<file path="src/rtl/add16_seq_ctrl_pkg.sv">
// Shared constants for the wide sequential adder: slice width, FSM state
// encodings and the index-width helper.
package add16_pkg;

  localparam int unsigned W = 16;

  localparam logic [1:0] ST_IDLE = 2'd0;
  localparam logic [1:0] ST_RUN  = 2'd1;
  localparam logic [1:0] ST_DONE = 2'd2;

  // Bits needed to count slices 0..words-1 (never less than one bit).
  function automatic int unsigned idx_w(input int unsigned words);
    return (words <= 2) ? 1 : $clog2(words);
  endfunction

endpackage

</file>
<file path="src/rtl/add16_seq_ctrl_if.sv">
// Requester-side handshake and operand/result bus for add16_seq_ctrl.
// The sub port exists only when ADD16_SEQ_SUB_EN is defined.
interface add16_seq_ctrl_if
  import add16_pkg::*;
#(
  parameter int unsigned WORDS = 4
);

  localparam int unsigned OPW = W * WORDS;

  logic           start;
  logic [OPW-1:0] a;
  logic [OPW-1:0] b;
  logic           cin;
`ifdef ADD16_SEQ_SUB_EN
  logic           sub;
`endif
  logic           ready;
  logic [OPW-1:0] sum;
  logic           cout;
  logic           done;

`ifdef ADD16_SEQ_SUB_EN
  modport master (output start, a, b, cin, sub, input ready, sum, cout, done);
  modport slave  (input start, a, b, cin, sub, output ready, sum, cout, done);
`else
  modport master (output start, a, b, cin, input ready, sum, cout, done);
  modport slave  (input start, a, b, cin, output ready, sum, cout, done);
`endif

endinterface

</file>
<file path="src/rtl/add16_seq_ctrl_slice.sv">
// Single combinational W-bit adder slice shared by all words of an operation.
module add16_slice
  import add16_pkg::*;
(
  input  logic [W-1:0] a,
  input  logic [W-1:0] b,
  input  logic         cin,
  output logic [W-1:0] sum,
  output logic         cout
);

  // Full add with carry out in the top bit.
  assign {cout, sum} = {1'b0, a} + {1'b0, b} + {{W{1'b0}}, cin};

endmodule

</file>
<file path="src/rtl/add16_seq_ctrl.sv">
// Wide (W*WORDS) adder built from one shared W-bit slice, one slice per
// clock, least significant word first, carry chained through a register.
// Optional subtract mode enabled by defining ADD16_SEQ_SUB_EN.
module add16_seq_ctrl
  import add16_pkg::*;
#(
  parameter int unsigned WORDS = 4
)(
  input logic                 clk,
  input logic                 rst,
  add16_seq_ctrl_if.slave     bus
);

  localparam int unsigned OPW   = W * WORDS;
  localparam int unsigned IDX_W = idx_w(WORDS);
  localparam logic [IDX_W-1:0] LAST = IDX_W'(WORDS - 1);

  logic [1:0]       state_q, state_d;
  logic [IDX_W-1:0] idx_q, idx_d;
  logic             carry_q, carry_d;
  logic [OPW-1:0]   op_a_q, op_a_d;
  logic [OPW-1:0]   op_b_q, op_b_d;
  logic [OPW-1:0]   sum_q, sum_d;
  logic             cout_q, cout_d;
  logic             done_q, done_d;

  logic [W-1:0]     sl_a, sl_b, sl_sum;
  logic             sl_cout;

  // Current word of each latched operand feeds the shared slice.
  assign sl_a = op_a_q[idx_q*W +: W];
  assign sl_b = op_b_q[idx_q*W +: W];

  add16_slice u_slice (
    .a    (sl_a),
    .b    (sl_b),
    .cin  (carry_q),
    .sum  (sl_sum),
    .cout (sl_cout)
  );

  // Next-state and register-update logic for the sequencer.
  always_comb begin
    state_d = state_q;
    idx_d   = idx_q;
    carry_d = carry_q;
    op_a_d  = op_a_q;
    op_b_d  = op_b_q;
    sum_d   = sum_q;
    cout_d  = cout_q;
    done_d  = 1'b0;

    case (state_q)
      ST_IDLE: begin
        if (bus.start) begin
          op_a_d  = bus.a;
          op_b_d  = bus.b;
          carry_d = bus.cin;
`ifdef ADD16_SEQ_SUB_EN
          // A - B as A + ~B + 1; cin is not used for subtraction.
          if (bus.sub) begin
            op_b_d  = ~bus.b;
            carry_d = 1'b1;
          end
`endif
          idx_d   = '0;
          sum_d   = '0;
          cout_d  = 1'b0;
          state_d = ST_RUN;
        end
      end

      ST_RUN: begin
        sum_d[idx_q*W +: W] = sl_sum;
        carry_d             = sl_cout;
        idx_d               = idx_q + IDX_W'(1);
        if (idx_q == LAST) begin
          // Final carry goes to cout only; it never wraps into slice 0.
          cout_d  = sl_cout;
          idx_d   = '0;
          done_d  = 1'b1;
          state_d = ST_DONE;
        end
      end

      ST_DONE: begin
        state_d = ST_IDLE;
      end

      default: begin
        state_d = ST_IDLE;
      end
    endcase
  end

  // All registers, synchronous active-high reset.
  always_ff @(posedge clk) begin
    if (rst) begin
      state_q <= ST_IDLE;
      idx_q   <= '0;
      carry_q <= 1'b0;
      op_a_q  <= '0;
      op_b_q  <= '0;
      sum_q   <= '0;
      cout_q  <= 1'b0;
      done_q  <= 1'b0;
    end else begin
      state_q <= state_d;
      idx_q   <= idx_d;
      carry_q <= carry_d;
      op_a_q  <= op_a_d;
      op_b_q  <= op_b_d;
      sum_q   <= sum_d;
      cout_q  <= cout_d;
      done_q  <= done_d;
    end
  end

  assign bus.ready = (state_q == ST_IDLE);
  assign bus.sum   = sum_q;
  assign bus.cout  = cout_q;
  assign bus.done  = done_q;

endmodule

</file>
<file path="src/flat_wrapper.sv">
// flat-port wrapper written by rule: the top's interface ports become plain ports
module add16_seq_ctrl_flat import add16_pkg::*;
#(
  parameter int unsigned WORDS = 4
)
  (clk, rst, bus_start, bus_a, bus_b, bus_cin, bus_ready, bus_sum, bus_cout, bus_done);
  add16_seq_ctrl_if #(.WORDS(WORDS)) bus_i ();
  input logic clk;
  input logic rst;
  input wire logic [$bits(bus_i.start)-1:0] bus_start;
  input wire logic [$bits(bus_i.a)-1:0] bus_a;
  input wire logic [$bits(bus_i.b)-1:0] bus_b;
  input wire logic [$bits(bus_i.cin)-1:0] bus_cin;
  output wire logic [$bits(bus_i.ready)-1:0] bus_ready;
  output wire logic [$bits(bus_i.sum)-1:0] bus_sum;
  output wire logic [$bits(bus_i.cout)-1:0] bus_cout;
  output wire logic [$bits(bus_i.done)-1:0] bus_done;
  assign bus_i.start = bus_start;
  assign bus_i.a = bus_a;
  assign bus_i.b = bus_b;
  assign bus_i.cin = bus_cin;
  assign bus_ready = bus_i.ready;
  assign bus_sum = bus_i.sum;
  assign bus_cout = bus_i.cout;
  assign bus_done = bus_i.done;
  add16_seq_ctrl #(.WORDS(WORDS)) u_core (.clk(clk), .rst(rst), .bus(bus_i));
endmodule
</file>
<file path="config.mk">
export PLATFORM = sky130hd
export DESIGN_NAME = add16_seq_ctrl_flat
export DESIGN_NICKNAME = d
export VERILOG_FILES = /design/src/rtl/add16_seq_ctrl_pkg.sv /design/src/rtl/add16_seq_ctrl_if.sv /design/src/rtl/add16_seq_ctrl_slice.sv /design/src/rtl/add16_seq_ctrl.sv /design/src/flat_wrapper.sv
export SDC_FILE = /design/constraint.sdc
export NUM_CORES = 1
export LEC_CHECK = 0
export ABC_AREA = 1
export CAP_MARGIN = 40
export CORE_ASPECT_RATIO = 0.75
export CORE_MARGIN = 2
export CORE_UTILIZATION = 55
export DETAILED_ROUTE_END_ITERATION = 10
export GPL_TIMING_DRIVEN = 0
export PLACE_DENSITY = 0.86
export SLEW_MARGIN = 10
export SYNTH_ARGS = -nofsm -noshare
export SYNTH_HDL_FRONTEND = slang
export SYNTH_SLANG_ARGS = --single-unit
</file>
<file path="constraint.sdc">
create_clock -name clk -period 6.5 [get_ports clk]
set_input_delay 0.975 -clock clk [delete_from_list [all_inputs] [get_ports clk]]
set_output_delay 0.975 -clock clk [all_outputs]
set_load 0.02 [all_outputs]
</file>
# [Yosys cells after proc, flatten, opt, wreduce, memory -nomap -nowiden]
# Cells that the tools add are included.
[op_classes] addsub=4 n_eq_ne=4 shift=4 n_mux=15 n_bitwise=1 reduce_logical=7
[ops] cell="$pmux W64 S2" count=1
[ops] cell="$shiftx A64 B7 Y16" count=2
[ops] cell="$bwmux W64" count=1
[ops] cell="$mux W64" count=1
[ops] cell="$shift A16 B34 Y64 const A" count=1
[ops] cell="$shiftx A16 B34 Y64" count=1
[ops] cell="$neg A6 Y34" count=1
[ops] cell="$add A16 B16 Y17" count=1
[ops] cell="$add A17 B1 Y17" count=1
[ops] cell="$mux W2" count=4
[ops] cell="$pmux W2 S2" count=2
[ops] cell="$reduce_and A2 Y1" count=3
[ops] cell="$mux W1" count=4
[ops] cell="$pmux W1 S2" count=2
[ops] cell="$reduce_and A3 Y1" count=1
[ops] cell="$add A2 B1 Y2 const B" count=1
[ops] cell="$eq A2 B1 Y1 const B" count=1
[ops] cell="$eq A2 B2 Y1 const B" count=1
[ops] cell="$logic_not A2 Y1" count=1
[ops] cell="$ne A2 B1 Y1 const B" count=1
[ops] cell="$ne A2 B2 Y1 const B" count=1
[ops] cell="$reduce_bool A2 Y1" count=1
[ops] cell="$reduce_or A2 Y1" count=1
[ops] cell="$not A1 Y1" count=1
[totals] regBits=199 input_bits=132 output_inout_bits=67

# [Depth between registers and ports, before layout]
[logic_depth] word_depth=6 depth_mapped=17 ltp_nobuf=15

# [Modules after synthesis]
# A second synthesis with hierarchy kept.
[hier_totals] cells_unflattened=1349 hier_area_um2=9412.8
[modules_own_cells] mod="add16_seq_ctrl" n_inst=1 cells_per_inst=1165 area_each_um2=8426.8 seq_area_each_um2=3983.8
[modules_own_cells] mod="add16_slice" n_inst=1 cells_per_inst=184 area_each_um2=985.9 seq_area_each_um2=0.0

# [Worst setup path before layout]
# Ideal clock, no wire load.
[synth_timing] path_type="register -> register" start="reg u_core.idx_q[0]" end="reg u_core.sum_q[56], in the netlist u_core.bus.sum[56]" arrival_ns=2.655 path_slack_ns=3.774 stages_incl_launch_ff=16 path_cell_list="dfxtp_1 > buf_2 > clkinv_1 > clkbuf_1 > o21ai_0 > o22ai_1 > fa_1 > inv_1 > fa_1 > inv_1 > nand3_1 > nand3_1 > a21oi_1 > xnor2_2 > nand4_1 > a21oi_1"
[synth_via] elab_chain_cells=6 word_cells_on_any_way=9
[synth_rtl] element="start: declaration" line_no="add16_seq_ctrl.sv:19" text="logic [IDX_W-1:0] idx_q, idx_d;"
[synth_rtl] element="start signal: assignment" line_no="add16_seq_ctrl.sv:109" text="idx_q <= idx_d;"
[synth_rtl] element="$shiftx A64 B7 Y16 (on tied branches)" line_no="add16_seq_ctrl.sv:31, add16_seq_ctrl.sv:32"
[synth_rtl] element="$add A16 B16 Y17" line_no="add16_seq_ctrl_slice.sv:13" text="assign {cout, sum} = {1'b0, a} + {1'b0, b} + {{W{1'b0}}, cin};"
[synth_rtl] element="$add A17 B1 Y17" line_no="add16_seq_ctrl_slice.sv:13"
[synth_rtl] element="$shiftx A16 B34 Y64" line_no="add16_seq_ctrl.sv:74" text="sum_d[idx_q*W +: W] = sl_sum;"
[synth_rtl] element="$bwmux W64 *" line_no="add16_seq_ctrl.sv:74"
[synth_rtl] element="$pmux W64 S2 *" line_no="add16_seq_ctrl.sv:53" text="case (state_q)"
[synth_rtl] element="end signal: assignment" line_no="add16_seq_ctrl.sv:113" text="sum_q <= sum_d;"
[synth_rtl] element="end: declaration" line_no="add16_seq_ctrl.sv:23" text="logic [OPW-1:0] sum_q, sum_d;"
# Mark *: on every way between the ends. The rest lies on a longest branch, timed or not.
# A chain may end at the register's enable or synchronous reset.

# [Worst setup path in the final report]
[layout_timing] start="reg u_core.idx_q[0]" end="reg u_core.carry_q"
[layout_via] elab_chain_cells=4 word_cells_on_any_way=5
[layout_rtl] element="$shiftx A64 B7 Y16 (on tied branches)" line_no="add16_seq_ctrl.sv:31, add16_seq_ctrl.sv:32"
[layout_rtl] element="$add A16 B16 Y17 *" line_no="add16_seq_ctrl_slice.sv:13"
[layout_rtl] element="$add A17 B1 Y17 *" line_no="add16_seq_ctrl_slice.sv:13"
[layout_rtl] element="$pmux W1 S2 *" line_no="add16_seq_ctrl.sv:53"
[layout_rtl] element="end signal: assignment" line_no="add16_seq_ctrl.sv:110" text="carry_q <= carry_d;"
[layout_rtl] element="end: declaration" line_no="add16_seq_ctrl.sv:20" text="logic carry_q, carry_d;"
# Marked as above.

==> run metrics <==
CTS H-tree lvls=4; Initial Util=55.88%; CP max FO=10; final hold violations=0; Synth-to-Final Area Change=31.91%; Die Area=0.01727 mm²; Mapped Area=0.008921 mm²; WP buf/inv=3; core area=0.01597 mm²; chip height=114.3 µm; Critical Path Start Type=flip-flop; CTS Buf Count=17; GRT overflow=0; syn_area_per_cell=7.047 µm²; ANT nets after route=0; Post-CTS Resized=0; met3 wire length=4014 µm; endpoint class of the critical path=flip-flop; Worst path slowest cell=clkbuf_1; # diodes=0; synth cell count leaders=nor2_1, dfxtp_1, o21ai_0; Routed WL per cell=17.78 µm; vias post-DR=9864; drt pass-1 iters=6; largest net degree at the start of global routing=18; vias in the first global route=9333; power density over cell area=275.4 mW/mm²; Max-cap violations=0; Synth top area share=44.66%; Max-slew headroom=51.33%; # DRC=0; Met2 Wirelength=13180 µm; Setup Skew=0.01459 ns; area leader, netlist=dfxtp_1; nets=1635; Post-CTS Setup Repair Bufs=0; PortBufs=197; crit path DAT=4.09 ns; critical path class=reg2reg; Post-synth ARST share=0%; clock-pin slew on the worst setup and hold paths=0.07 ns; final WL=30310 µm; count of unique library cells instantiated by Yosys=37; CP delay by family, top=compound AO/OA/AOI/OAI gates; Yosys reg bits=199; Core Util, Final=73.71%; Tot GR Track Use=35.37%; Pleak=0.004773 µW; Post-DP Area=0.01116 mm²; Worst Hold Class=reg2reg; top routing layer in use=met4; die span in x=151.1 µm; Critical Path RT=6.80 ns; first-pass GRT wire length=46910 µm; Post-Synthesis Cells=1266; Bufs on Longest Clock Path=2; initial antenna violation count=0; number of enable flip-flop cells after synthesis=0; VDD IR-drop max=0.1758 mV; Root Buffer=clkbuf_16; fin crit share=58.36%; run status=completed; wire length on met1=12130 µm; unrepaired setup endpoints after global routing=no; Ports=199; main area contributors after synthesis=dfxtp_1, nor2_1, o21ai_0; Clock Latency Late Sink=0.45 ns; CP Cell Sequence=buf_2 -> buf_2 -> clkbuf_1 -> nor2_1 -> o22ai_1 -> ha_1 -> a21oi_1 -> nand2_1 -> a21oi_1 -> a21oi_1 -> o21ai_0 -> a21oi_1; FP Rows=40; most numerous cell in the Yosys netlist=nor2_1; post-route cell area=0.01177 mm²; total nets after synthesis=1419; Worst path max stage delay=0.52 ns; dpl hpwl=22640 µm; Fmax achieved=0.2636 GHz; layout cells sized above 1=5.819%; Hold Buf Count CTS=0; Slew Viols, Final=0; minimum clock period=3.793 ns; Fin Setup TNS=0 ns; CTS tree=done; # setup viols final=0; Slew @ Worst Pin=0.7300 ns; Iter 0 DRT Violations=1197; Placer Congestion=0.9811; Num Clock Sinks=199; most prevalent standard cell on the critical path=a21oi_1; Vias per Instance=5.785; Primary FF master, synth=dfxtp_1; post-synthesis sequential area ratio=44.66%; WHS=0.4613 ns; Syn. warnings=0
## layout by cell type (no fill, tap or decap), drive strengths merged
cell type and instances:
nand3 31, xnor2 2, nand4 19, a21oi 81
fa 2, a21o 1, xor2 5, a32oi 3
nand2 192, a22o 1, o21ai 192, dfxtp 199
clkinvlp 2, nor2 339, bufinv 3, clkinv 5
clkdlybuf4s50 197, o22ai 30, nor3 5, and2 1
clkbuf 73, ha 19, buf 31, inv 62
## worst paths after layout
| path | cells past startpoint | slack, ns | start | to |
|---|---|---|---|---|
| setup / recovery | 12 | 2.71 | u_core.idx_q[0] | u_core.carry_q |
| hold / removal | 2 | 0.46 | u_core.bus.sum[16] | u_core.bus.sum[16] |
| hold reg to reg | 2 | 0.46 | u_core.bus.sum[16] | u_core.bus.sum[16] |
| setup reg to reg | 12 | 2.71 | u_core.idx_q[0] | u_core.carry_q |
## per-layer routing
metal	vias up	global-route usage, %
li1	4571	-
met1	4550	46.32
met2	644	54.15
met3	99	10.80
met4	0	15.45
met5	-	0
## kinds of logic after synthesis
logic type	synth area share, %
XOR/XNOR	0.8556
adder cells (fa/ha/maj)	3.114
AO/OA/AOI/OAI	17.98
AND/OR/NAND/NOR	26.72
flip-flops	44.66
buffers and inverters	6.676
## state kept, by name, summed over array words and instances (netlist names)
name,cells
u_core.bus.cout,1
u_core.bus.done,1
u_core.bus.sum,64
u_core.carry_q,1
u_core.idx_q,2
u_core.op_a_q,64
u_core.op_b_q,64
u_core.state_q,2
## layout make-up
cell class / count / area [µm²]
clock inverter: 12 / 165.2
timing repair buffer: 197 / 1972
buffer: 84 / 370.4
fill: 1216 / 4198
multi-input combinational: 923 / 4342
tap: 210 / 262.8
sequential: 199 / 3984
inverter: 60 / 225.2
clock buffer: 20 / 446.7
## worst reg2reg max path, cell delays in order, from the launching register on
cell      delay [ns]
dfxtp_1         0.35
buf_2           0.27
buf_2           0.28
clkbuf_1        0.52
nor2_1          0.12
o22ai_1         0.46
ha_1            0.40
a21oi_1         0.21
nand2_1         0.11
a21oi_1         0.25
a21oi_1         0.18
o21ai_0         0.38
a21oi_1         0.13
## stage by stage
step	setup slack (ns)	instances	total power [µW]
after global routing	2.591	1705	3360
final	2.707	1705	3240
after floorplan	3.774	1266	1821
after CTS	2.924	1705	3201
after detailed placement	2.971	1673	2117
after global placement	3.058	1673	2097
## where the power goes
group	switching, µW	internal, µW	leakage, µW
logic	509	275	0.00284
registers	47.2	1300	0.00163
clock network	488	623	0.000294
total	1040	2200	0.00477
(Power assumes the default switching activity.)
